`config.mk`:
```
export PLATFORM = sky130hd
export DESIGN_NAME = burst_col_addr_gen
export DESIGN_NICKNAME = d
export VERILOG_FILES = /design/src/rtl/burst_pkg.sv /design/src/rtl/burst_carry_mask.sv /design/src/rtl/burst_col_addr_gen.sv
export SDC_FILE = /design/constraint.sdc
export NUM_CORES = 1
export LEC_CHECK = 0
export CAP_MARGIN = 20
export CORE_MARGIN = 2
export CORE_UTILIZATION = 40
export DETAILED_ROUTE_END_ITERATION = 8
export PLACE_DENSITY_LB_ADDON = 0.3
export SETUP_SLACK_MARGIN = 0.15
export SYNTH_ARGS = -nofsm -noshare
export SYNTH_HDL_FRONTEND = slang
export SYNTH_SLANG_ARGS = --single-unit
```
`constraint.sdc`:
```
create_clock -name Clk -period 2.76 [get_ports Clk]
set_clock_uncertainty 0.2 [all_clocks]
set_input_delay 0.276 -clock Clk [delete_from_list [all_inputs] [get_ports Clk]]
set_output_delay 0.276 -clock Clk [all_outputs]
set_load 0.01 [all_outputs]
```
`src/rtl/burst_pkg.sv`:
```
// Shared definitions for the SDRAM burst column-address path:
// burst-length codes, addressing modes and the generator FSM state type.
package burst_pkg;

    // Mode-register burst-length codes (100..110 are reserved).
    localparam logic [2:0] BL_1    = 3'b000;
    localparam logic [2:0] BL_2    = 3'b001;
    localparam logic [2:0] BL_4    = 3'b010;
    localparam logic [2:0] BL_8    = 3'b011;
    localparam logic [2:0] BL_PAGE = 3'b111;

    // Addressing modes.
    localparam logic ADDR_SEQ   = 1'b0;
    localparam logic ADDR_INTLV = 1'b1;

    // Column generator states.
    typedef enum logic {
        IDLE  = 1'b0,
        BURST = 1'b1
    } burstStateT;

    // True for the reserved burst-length codes 100..110.
    function automatic logic isReservedCode(input logic [2:0] code);
        return (code == 3'b100) || (code == 3'b101) || (code == 3'b110);
    endfunction

endpackage

```
`src/rtl/burst_carry_mask.sv`:
```
// Carry-mask decoder: burst-length code and addressing mode -> COL_W-bit
// wrap mask. Bits set in the mask are the column bits that advance within
// the burst; bits clear are frozen from the starting column. Reserved codes
// decode like BL=1 (empty mask). Interleaved full page is not a defined
// mode, so interleaving is only enabled for fixed-length bursts.
module burst_carry_mask
    import burst_pkg::*;
#(
    parameter int COL_W = 8
) (
    input  logic [2:0]       blCode,
    input  logic             addrMode,
    output logic [COL_W-1:0] mask,
    output logic             fullPage,
    output logic             intlvEn
);

    // Decode the code into the existing carry-mask encoding.
    always_comb begin
        mask     = '0;
        fullPage = 1'b0;
        case (blCode)
            BL_1:    mask[2:0] = 3'b000;
            BL_2:    mask[2:0] = 3'b001;
            BL_4:    mask[2:0] = 3'b011;
            BL_8:    mask[2:0] = 3'b111;
            BL_PAGE: begin
                mask     = '1;
                fullPage = 1'b1;
            end
            default: mask = '0;
        endcase
        intlvEn = (addrMode == ADDR_INTLV) && !fullPage;
    end

endmodule

```
`src/rtl/burst_col_addr_gen.sv`:
```
// Burst column-address generator. Latches the starting column, burst-length
// code and addressing mode on Start, then presents one column per beat,
// wrapping inside the burst boundary given by the carry mask.
//
// Handshake: a beat transfers on a rising edge where ColValid and ColReady
// are both 1. ColValid never drops and ColAddr never changes while a beat
// is waiting for ColReady; ColReady may be driven independently of ColValid.
//
// Optional build macro BURST_CODE_CHECK_EN: adds ErrReserved, rejects Start
// with a reserved burst-length code and flags interleaved full page.
module burst_col_addr_gen
    import burst_pkg::*;
#(
    parameter int COL_W = 8
) (
    input  logic             Clk,
    input  logic             ResetN,
    input  logic             Start,
    input  logic [COL_W-1:0] StartCol,
    input  logic [2:0]       BurstLength,
    input  logic             AddrMode,
    input  logic             Terminate,
    input  logic             ColReady,
    output logic [COL_W-1:0] ColAddr,
    output logic             ColValid,
    output logic             ColLast,
`ifdef BURST_CODE_CHECK_EN
    output logic             ErrReserved,
`endif
    output logic             Busy
);

    burstStateT       state;
    burstStateT       nextState;
    logic [COL_W-1:0] startColQ;
    logic [2:0]       blCodeQ;
    logic             addrModeQ;
    logic [COL_W-1:0] cnt;
    logic [COL_W-1:0] mask;
    logic             fullPage;
    logic             intlvEn;
    logic             startAccept;
    logic             xfer;
    logic             rejectCode;
    logic [COL_W-1:0] seqLow;
    logic [COL_W-1:0] intlvLow;
    logic [COL_W-1:0] burstAddr;

`ifdef BURST_CODE_CHECK_EN
    assign rejectCode = isReservedCode(BurstLength);
`else
    assign rejectCode = 1'b0;
`endif

    burst_carry_mask #(.COL_W(COL_W)) uMask (
        .blCode   (blCodeQ),
        .addrMode (addrModeQ),
        .mask     (mask),
        .fullPage (fullPage),
        .intlvEn  (intlvEn)
    );

    // State register.
    always_ff @(posedge Clk) begin
        if (!ResetN) begin
            state <= IDLE;
        end else begin
            state <= nextState;
        end
    end

    // Next state and handshake outputs; Terminate and last-beat transfer
    // both end the burst, so their coincidence is just normal completion.
    always_comb begin
        nextState   = state;
        startAccept = 1'b0;
        xfer        = 1'b0;
        ColValid    = 1'b0;
        Busy        = 1'b0;
        ColLast     = 1'b0;
        case (state)
            IDLE: begin
                if (Start && !rejectCode) begin
                    startAccept = 1'b1;
                    nextState   = BURST;
                end
            end
            BURST: begin
                ColValid = 1'b1;
                Busy     = 1'b1;
                ColLast  = !fullPage && (cnt == mask);
                xfer     = ColReady;
                if ((ColReady && ColLast) || Terminate) begin
                    nextState = IDLE;
                end
            end
            default: nextState = IDLE;
        endcase
    end

    // Burst parameters are captured only on an accepted Start; the beat
    // counter advances on each transfer and wraps freely in full page.
    always_ff @(posedge Clk) begin
        if (!ResetN) begin
            startColQ <= '0;
            blCodeQ   <= BL_1;
            addrModeQ <= ADDR_SEQ;
            cnt       <= '0;
        end else if (startAccept) begin
            startColQ <= StartCol;
            blCodeQ   <= BurstLength;
            addrModeQ <= AddrMode;
            cnt       <= '0;
        end else if (xfer) begin
            cnt <= cnt + COL_W'(1);
        end
    end

    // Column address: frozen upper bits from the start column, masked low
    // bits either counted up (sequential) or XOR-ed (interleaved).
    always_comb begin
        seqLow    = (startColQ + cnt) & mask;
        intlvLow  = (startColQ ^ cnt) & mask;
        burstAddr = (startColQ & ~mask) | (intlvEn ? intlvLow : seqLow);
        ColAddr   = ColValid ? burstAddr : '0;
    end

`ifdef BURST_CODE_CHECK_EN
    // One-cycle error pulse for a reserved code or interleaved full page.
    always_ff @(posedge Clk) begin
        if (!ResetN) begin
            ErrReserved <= 1'b0;
        end else begin
            ErrReserved <= (state == IDLE) && Start &&
                           (isReservedCode(BurstLength) ||
                            ((BurstLength == BL_PAGE) && (AddrMode == ADDR_INTLV)));
        end
    end
`endif

endmodule
```
# Yosys cells after proc, flatten, opt, wreduce, memory -nomap -nowiden
# Cells that the tools add are included.
dict set report classes {
  eq_ne 5
  n_bitwise 8
  mux 12
  addsub 2
  reduce_logical 7
}
# cell count
set ops {}
lappend ops {{$and 8x8->8} 3}
lappend ops {{$mux 8} 2}
lappend ops {{$pmux 3 s3} 1}
lappend ops {{$add 8x1->8 const B} 1}
lappend ops {{$add 8x8->8} 1}
lappend ops {{$eq 8x8->1} 1}
lappend ops {{$not 8->8} 1}
lappend ops {{$or 8x8->8} 1}
lappend ops {{$xor 8x8->8} 1}
lappend ops {{$mux 1} 7}
lappend ops {{$eq 3x2->1 const B} 2}
lappend ops {{$mux 5} 1}
lappend ops {{$reduce_or 2->1} 2}
lappend ops {{$eq 3x1->1 const B} 1}
lappend ops {{$eq 3x3->1 const B} 1}
lappend ops {{$logic_and 1x1->1} 3}
lappend ops {{$not 1->1} 2}
lappend ops {{$pmux 1 s2} 1}
lappend ops {{$logic_not 1->1} 1}
lappend ops {{$logic_or 1x1->1} 1}
dict set report word_totals {
  out_inout_bits 11
  register_bits 21
}

# Depth between registers and ports, before layout
# Gate-level depths: netlist of the first run.
dict set report logic_depth {
  ltp_word 9
  ltp_mapped 7
  depth_no_buf 7
}

# Hierarchy
# A second synthesis of the first run with hierarchy kept.
dict set report hier_totals {
  hier_cells 185
  area_unflattened_um2 1466.4
}
# module instances area_per_inst_um2 seq_area_each_um2 cells_per_inst
set by_module_without_submodules {}
lappend by_module_without_submodules {burst_col_addr_gen 1 1377.6 420.4 173}
lappend by_module_without_submodules {burst_carry_mask 1 88.8 0.0 12}

# Worst setup path before layout of the first run
# OpenSTA, ideal clock, no wires.
dict set report synth_timing {
  kind {register to output}
  start {register cnt[2]}
  end {output ColAddr[7]}
  path_slack_ns 0.570
  path_stages_with_launch 7
  arrival_ns 1.714
  path_buffers 0
  t_required_ns 2.284
  cell_sequence {dfxtp_1 ha_1 a21oi_1 a211oi_1 o21a_1 nor3_1 mux2i_1}
}
dict set report synth_between {
  elab_chain_cells 5
}
# item line_no
set synth_rtl {}
lappend synth_rtl {{start: declaration} burst_col_addr_gen.sv:38} ;# logic [COL_W-1:0] cnt;
lappend synth_rtl {{start signal: assignment} burst_col_addr_gen.sv:115} ;# cnt <= cnt + COL_W'(1);
lappend synth_rtl {{$add 8x8->8} burst_col_addr_gen.sv:122} ;# seqLow = (startColQ + cnt) & mask;
lappend synth_rtl {{$and 8x8->8} burst_col_addr_gen.sv:122}
lappend synth_rtl {{$mux 8} burst_col_addr_gen.sv:124} ;# burstAddr = (startColQ & ~mask) | (intlvEn ? intlvLow : seqLow);
lappend synth_rtl {{$or 8x8->8} burst_col_addr_gen.sv:124}
lappend synth_rtl {{$mux 8} burst_col_addr_gen.sv:125} ;# ColAddr = ColValid ? burstAddr : '0;
lappend synth_rtl {{end: declaration} burst_col_addr_gen.sv:24} ;# output logic [COL_W-1:0] ColAddr,
# No other way between the ends.

# Worst setup path in the final report of the first run
dict set report layout_timing {
  start {register cnt[3]}
  end {output ColLast}
}
dict set report layout_between {
  elab_chain_cells 3
}
# item line_no
set layout_rtl {}
lappend layout_rtl {{$eq 8x8->1} burst_col_addr_gen.sv:91} ;# ColLast = !fullPage && (cnt == mask);
lappend layout_rtl {{$logic_and 1x1->1} burst_col_addr_gen.sv:91}
lappend layout_rtl {{$mux 1} burst_col_addr_gen.sv:81} ;# case (state)
lappend layout_rtl {{end: declaration} burst_col_addr_gen.sv:26} ;# output logic ColLast,
# No other way between the ends.

==> impl_metrics.env, run 1 <==
export IMPL_antenna_cells=0
export IMPL_wl_per_cell_microns=13.0
export IMPL_crit_chain="buf_4 > or4_4 > nor4_4 > and3_1 > clkdlybuf4s15_1"
export IMPL_cts_buffer_depth=2
export IMPL_root_buffer="clkbuf_4"
export IMPL_viasPerCell=5.12
export IMPL_vias=1358
export IMPL_pwr_density_cell_nw_per_um2=329
export IMPL_cts_clk_slew_worst_paths_ns=0.13
export IMPL_critPathRequiredTime_ns=2.28
export IMPL_drv_cap=0
export IMPL_overflow=0
export IMPL_slowest_delay_ns=0.55
export IMPL_clk_latency_ns=0.32
export IMPL_nFillCells=351
export IMPL_syn_cell_area_sq_um=1380
export IMPL_worstHoldStart="StartCol[1]"
export IMPL_r2r_cells=4
export IMPL_ys_seq_area_share_pct=30.6
export IMPL_drc_errors=0
export IMPL_syn_avg_cell_area_sq_um=7.51
export IMPL_drive_above_1_share_pct=20.1
export IMPL_finalPower_mw=0.618
export IMPL_final_cell_mix="40 x nand2_1, 19 x clkdlybuf4s50_1, 15 x nor2_1"
export IMPL_crit_family="simple AND/OR/NAND/NOR gates"
export IMPL_hold_slack_ns=0.292
export IMPL_yosysWarnings=0
export IMPL_grt_max_degree=15
export IMPL_start_util_pct=41.5
export IMPL_vdd_drop_max_mv=0.203
export IMPL_leakagePower_nw=0.710
export IMPL_numPortBuffers=27
export IMPL_hp_class="in -> reg"
export IMPL_die_area_sq_um=3920
export IMPL_min_to="startColQ[1]"
export IMPL_fin_crit_sh_pct=91.6
export IMPL_fmax_ghz=0.395
export IMPL_synthCells=183
export IMPL_drv_slew=0
export IMPL_cts_sinks=21
export IMPL_grt_use_total_pct=17.4
export IMPL_core_sq_um=3310
export IMPL_hold_violations=0
export IMPL_cts_htree_levels=1
export IMPL_reg2reg_from="state"
export IMPL_final_nets=246
export IMPL_endpoint_kind="output port"
export IMPL_die_x_microns=62.6
export IMPL_crit_path_top_delay_cell="or4_4"
export IMPL_area_delta_synth_final_pct=36.7
export IMPL_synth_seq_cells=21
export IMPL_hpwlAfterDp_mm=2.40
export IMPL_crit_type="reg -> out"
export IMPL_worst_setup_path_start_kind="flip-flop"
export IMPL_numCtsBuffers=3
export IMPL_grt_pass1_vias=1193
export IMPL_rsz0062_at_grt="false"
export IMPL_postLayoutCellArea_sq_um=1880
export IMPL_ant_nets=0
export IMPL_hold_buffers=0
export IMPL_cp_buffers_inverters=2
export IMPL_wl_mm=3.45
export IMPL_syn_nets=209
export IMPL_num_rows=21
export IMPL_arrival_ns=2.05
export IMPL_first_pass_iters=4
export IMPL_slew_headroom_pct=67.3
export IMPL_die_h_microns=62.6
export IMPL_place_area_sq_um=1750
export IMPL_final_common_cell="nand2_1"
export IMPL_fin_crit_ns=2.53
export IMPL_ios=28
export IMPL_setup_tns_ns=0
export IMPL_tightest_slew_ns=0.490
export IMPL_cts_tree="built"
export IMPL_gp_congestion=0.866
export IMPL_crit_fanout=5
export IMPL_drt_iter0_markers=55
export IMPL_holdPathStages=3
export IMPL_status="completed"
export IMPL_regToRegSetupSlack_ns=0.87
export IMPL_ys_types=36
export IMPL_grt_pass1_wl_mm=5.49
export IMPL_antenna_found_initial=0
export IMPL_rr_endpoint="cnt[2]"
export IMPL_setup_viol=0
==> worst reg2reg max path, stage by stage (launching register included) <==
cell      delay [ns]
dfxtp_1         0.35
clkinv_1        0.28
nand2_1         0.49
nand2_1         0.31
nor2_1          0.19
==> worst max-delay path by stage <==
stage	cells after the start	endpoint	slack (ns)	start
final	5	ColLast	0.23	cnt[3]
after global routing	8	ColAddr[4]	0.13	cnt[0]
after CTS	7	ColAddr[7]	0.05	startColQ[2]
after detailed placement	7	ColAddr[7]	0.03	startColQ[2]
after global placement	7	ColAddr[7]	0.06	startColQ[2]
after floorplan	6	ColAddr[7]	0.57	cnt[2]
==> per-layer routing <==
layer	GRT usage [%]	vias up	share of wire, %
li1	-	701	-
met1	25.3	622	46
met2	26.9	31	48
met3	1.80	4	3.8
met4	5.83	0	1.8
met5	0	-	0
==> stage by stage <==
stage	util, %	setup WS [ns]	instances
after detailed placement	52.8	0.0277	259
final	56.8	0.232	265
after CTS	53.9	0.0531	264
after global routing	56.8	0.129	265
after floorplan	-	0.570	183
after global placement	52.8	0.0649	259
==> state kept, by name, summed over array words and instances, names as in the netlist <==
name	cells
addrModeQ	1
startColQ	8
state	1
blCodeQ	3
cnt	8
==> synth_stat cells <==
master / count / area [sq um]
nor3_1: 4 / 20.0
buf_4: 1 / 7.51
inv_1: 5 / 18.8
fa_1: 1 / 20.0
o21a_1: 1 / 7.51
mux2i_1: 4 / 40.0
and3_1: 3 / 18.8
a211oi_1: 1 / 7.51
nor4_1: 1 / 6.26
a41oi_1: 1 / 8.76
a21o_1: 2 / 15.0
o21ai_0: 9 / 45.0
or4_1: 2 / 15.0
nand2_1: 40 / 150
xor2_1: 5 / 43.8
dfxtp_1: 21 / 420
nand3_1: 9 / 45.0
nor4_2: 1 / 12.5
o31ai_1: 1 / 7.51
nand4_1: 1 / 6.26
a21boi_0: 12 / 90.1
nor4b_1: 1 / 8.76
clkbuf_2: 1 / 5.00
nor2_1: 15 / 56.3
and2b_1: 1 / 7.51
buf_2: 3 / 15.0
a31oi_1: 1 / 6.26
nor2b_1: 1 / 6.26
nand2b_1: 1 / 6.26
xnor2_1: 6 / 52.6
clkinv_1: 1 / 3.75
a21oi_1: 13 / 65.1
nand4b_1: 2 / 17.5
o211ai_1: 1 / 7.51
clkbuf_1: 3 / 11.3
ha_1: 8 / 100
==> layout make-up <==
class / count / area, sq um / share of cell area, %
Clock buffer: 3 / 22.5 / 1.20
Inverter: 6 / 22.5 / 1.20
Clock inverter: 1 / 5.00 / 0.266
Timing Repair Buffer: 40 / 344 / 18.3
Tap cell: 46 / 57.6 / 3.06
Multi-Input combinational cell: 148 / 996 / 53.0
Sequential cell: 21 / 432 / 23.0
==> repair_timing <==
item                       in CTS  in global routing
pin swaps                       4                  8
hold endpoints to repair        0                  0
buffers inserted                1                  1
resized for setup              19                 26
setup endpoints to repair       8                  6
==> power by group <==
part | switching [mW] | leakage (nW) | internal (mW)
combinational | 0.0610 | 0.517 | 0.0657
clock | 0.105 | 0.0177 | 0.0543
sequential | 0.0154 | 0.175 | 0.317
total | 0.181 | 0.710 | 0.437
==> cells by family (layout without fill, tap and decap cells) <==
family	Yosys count	in the layout	share of synthesized area, %
buffers and inverters	14	50	4.46
muxes	4	4	2.91
DFF	21	21	30.6
adders and majority gates	9	9	8.74
xor gates and xnor gates	11	11	7.01
and+or+nand+nor	82	82	27.4
AOI/OAI and AO/OA	42	42	18.9
Note: power is estimated with default switching activity, not from simulation.
==> run 2, diff against run 1 <==
--- a/config.mk
+++ b/config.mk
@@ -5,11 +5,11 @@
 export SDC_FILE = /design/constraint.sdc
 export NUM_CORES = 1
 export LEC_CHECK = 0
-export CAP_MARGIN = 20
+export CAP_MARGIN = 0
 export CORE_MARGIN = 2
 export CORE_UTILIZATION = 40
 export DETAILED_ROUTE_END_ITERATION = 8
-export PLACE_DENSITY_LB_ADDON = 0.3
+export PLACE_DENSITY = 0.66
 export SETUP_SLACK_MARGIN = 0.15
 export SYNTH_ARGS = -nofsm -noshare
 export SYNTH_HDL_FRONTEND = slang
==> run 2 against run 1 <==
  * Hold slack better by 0.0024 ns
  * Register-to-register slack better by 0.03 ns
  * First-iteration DRC count increased by 7.3%
  * Critical path type unchanged
  * Non-clock buffer count decreased by 1
==> impl_metrics.env, run 2 (synthesized netlist as in run 1, its figures left out) <==
export IMPL_crit_path_top_delay_cell="dfxtp_4"
export IMPL_setup_tns_ns=0
export IMPL_tightest_slew_ns=0.502
export IMPL_drive_above_1_share_pct=19.7
export IMPL_grt_use_total_pct=19.1
export IMPL_reg_top3="cnt: 8 flops, startColQ: 8 flops, blCodeQ: 3 flops"
export IMPL_grt_max_degree=15
export IMPL_cts_sinks=21
export IMPL_vdd_drop_max_mv=0.216
export IMPL_clk_latency_ns=0.31
export IMPL_nFillCells=323
export IMPL_crit_chain="ha_4 > fa_2 > a21o_1 > a21oi_2 > buf_4 > xnor2_2 > nand2_1 > a21oi_1 > buf_2"
export IMPL_leakagePower_nw=0.708
export IMPL_num_rows=21
export IMPL_drv_slew=0
export IMPL_r2r_cells=4
export IMPL_holdPathStages=3
export IMPL_endpoint_kind="output port"
export IMPL_final_nets=245
export IMPL_setup_viol=0
export IMPL_crit_type="reg -> out"
export IMPL_setup_ws_ns=0.140
export IMPL_crit_family="adder cells"
export IMPL_worst_setup_path_start_kind="flip-flop"
export IMPL_drc_errors=0
export IMPL_ios=28
export IMPL_rsz0062_at_grt="true"
export IMPL_hold_violations=0
export IMPL_start_util_pct=41.5
export IMPL_final_common_cell="nand2_1"
export IMPL_fin_crit_sh_pct=94.9
export IMPL_arrival_ns=2.14
export IMPL_drv_cap=0
export IMPL_fmax_ghz=0.382
export IMPL_first_pass_iters=4
export IMPL_cts_htree_levels=1
export IMPL_die_area_sq_um=3920
export IMPL_pwr_density_cell_nw_per_um2=324
export IMPL_layout_cells_non_filler=264
export IMPL_reg2reg_from="state"
export IMPL_min_to="blCodeQ[1]"
export IMPL_wl_per_cell_microns=13.6
export IMPL_slew_headroom_pct=66.4
export IMPL_dp_cells=259
export IMPL_final_cell_mix="40 x nand2_1, 19 x clkdlybuf4s50_1, 15 x nor2_1"
export IMPL_pre_cts_ws_ns=0.0163
export IMPL_antenna_found_initial=0
export IMPL_cts_tree="built"
export IMPL_critPathRequiredTime_ns=2.28
export IMPL_hp_class="in -> reg"
export IMPL_worstHoldStart="BurstLength[1]"
export IMPL_ant_nets=0
export IMPL_numCtsBuffers=3
export IMPL_die_h_microns=62.6
export IMPL_hold_buffers=0
export IMPL_cts_clk_slew_worst_paths_ns=0.14
export IMPL_root_buffer="clkbuf_4"
export IMPL_vias=1379
export IMPL_drt_iter0_markers=59
export IMPL_status="completed"
export IMPL_numPortBuffers=27
export IMPL_cp_buffers_inverters=2
export IMPL_die_x_microns=62.6
export IMPL_viasPerCell=5.22
export IMPL_area_delta_synth_final_pct=37.6
export IMPL_gp_congestion=0.973
export IMPL_rr_endpoint="cnt[1]"
export IMPL_crit_fanout=3
export IMPL_fin_crit_ns=2.62
export IMPL_core_sq_um=3310
export IMPL_cts_buffer_depth=2
export IMPL_grt_pass1_wl_mm=6.09
export IMPL_hpwlAfterDp_mm=2.69
export IMPL_slowest_delay_ns=0.38
export IMPL_antenna_cells=0
export IMPL_grt_pass1_vias=1349
export IMPL_finalPower_mw=0.613
export IMPL_wl_mm=3.59
export IMPL_regToRegSetupSlack_ns=0.90
export IMPL_overflow=0
==> run 2: cell types whose count changed in the layout (fill, tap and decap cells not counted), sizes merged <==
cell | previous run | this run
buf | 15 | 13
clkbuf | 5 | 6
==> run 2: timing repair <==
item | CTS | global route
setup endpoints to repair | 8 | 6
pin swaps | 1 | 7
buffers inserted | 0 | 1
gates resized for setup | 22 | 24
==> run 2: final cells by class <==
cell class / count / area [sq um] / area share (%)
inverter: 6 / 22.5 / 1.19
sequential: 21 / 435 / 23.0
timing repair buffer: 39 / 337 / 17.8
clock inverter: 1 / 5.00 / 0.265
tap: 46 / 57.6 / 3.04
clock buffer: 3 / 22.5 / 1.19
multi-input combinational: 148 / 1010 / 53.5
==> run 2: routing by layer <==
layer  routed length [microns]  GRT usage [%]  vias to the layer above
met5                         0              0                        -
li1                          -              -                      703
met4                        52           4.44                        0
met1                      1590           23.6                      641
met2                      1800           34.8                       31
met3                       155           2.70                        4
==> run 2: through the flow <==
stage	util (%)	hold WS, ns	area [sq um]
2_1_floorplan	-	0.197	1380
3_3_place_gp	52.8	0.267	1750
3_5_place_dp	52.8	0.285	1750
4_1_cts	54.3	0.290	1800
5_1_grt	57.1	0.300	1890
6_report	57.1	0.295	1890
==> run 2: how the worst max path moves through the flow <==
stage / start / endpoint / slack [ns] / depth (start not counted)
after floorplan: cnt[2] / ColAddr[7] / 0.57 / 6
after global placement: startColQ[0] / ColAddr[4] / 0.11 / 8
after detailed placement: startColQ[0] / ColAddr[6] / 0.02 / 7
after CTS: startColQ[0] / ColAddr[6] / 0.008 / 8
after global routing: startColQ[0] / ColAddr[4] / 0.05 / 9
final: startColQ[0] / ColAddr[4] / 0.14 / 9
==> run 2: power breakdown <==
part | switching [mW] | internal (mW)
logic | 0.0598 | 0.0635
registers | 0.0188 | 0.316
clock network | 0.101 | 0.0541
==> run 2: worst reg2reg max path, stage by stage, from the launching register on <==
cell	delay [ns]
dfxtp_1	0.35
clkinv_1	0.26
nand2_1	0.49
nand2_1	0.32
a21oi_1	0.18
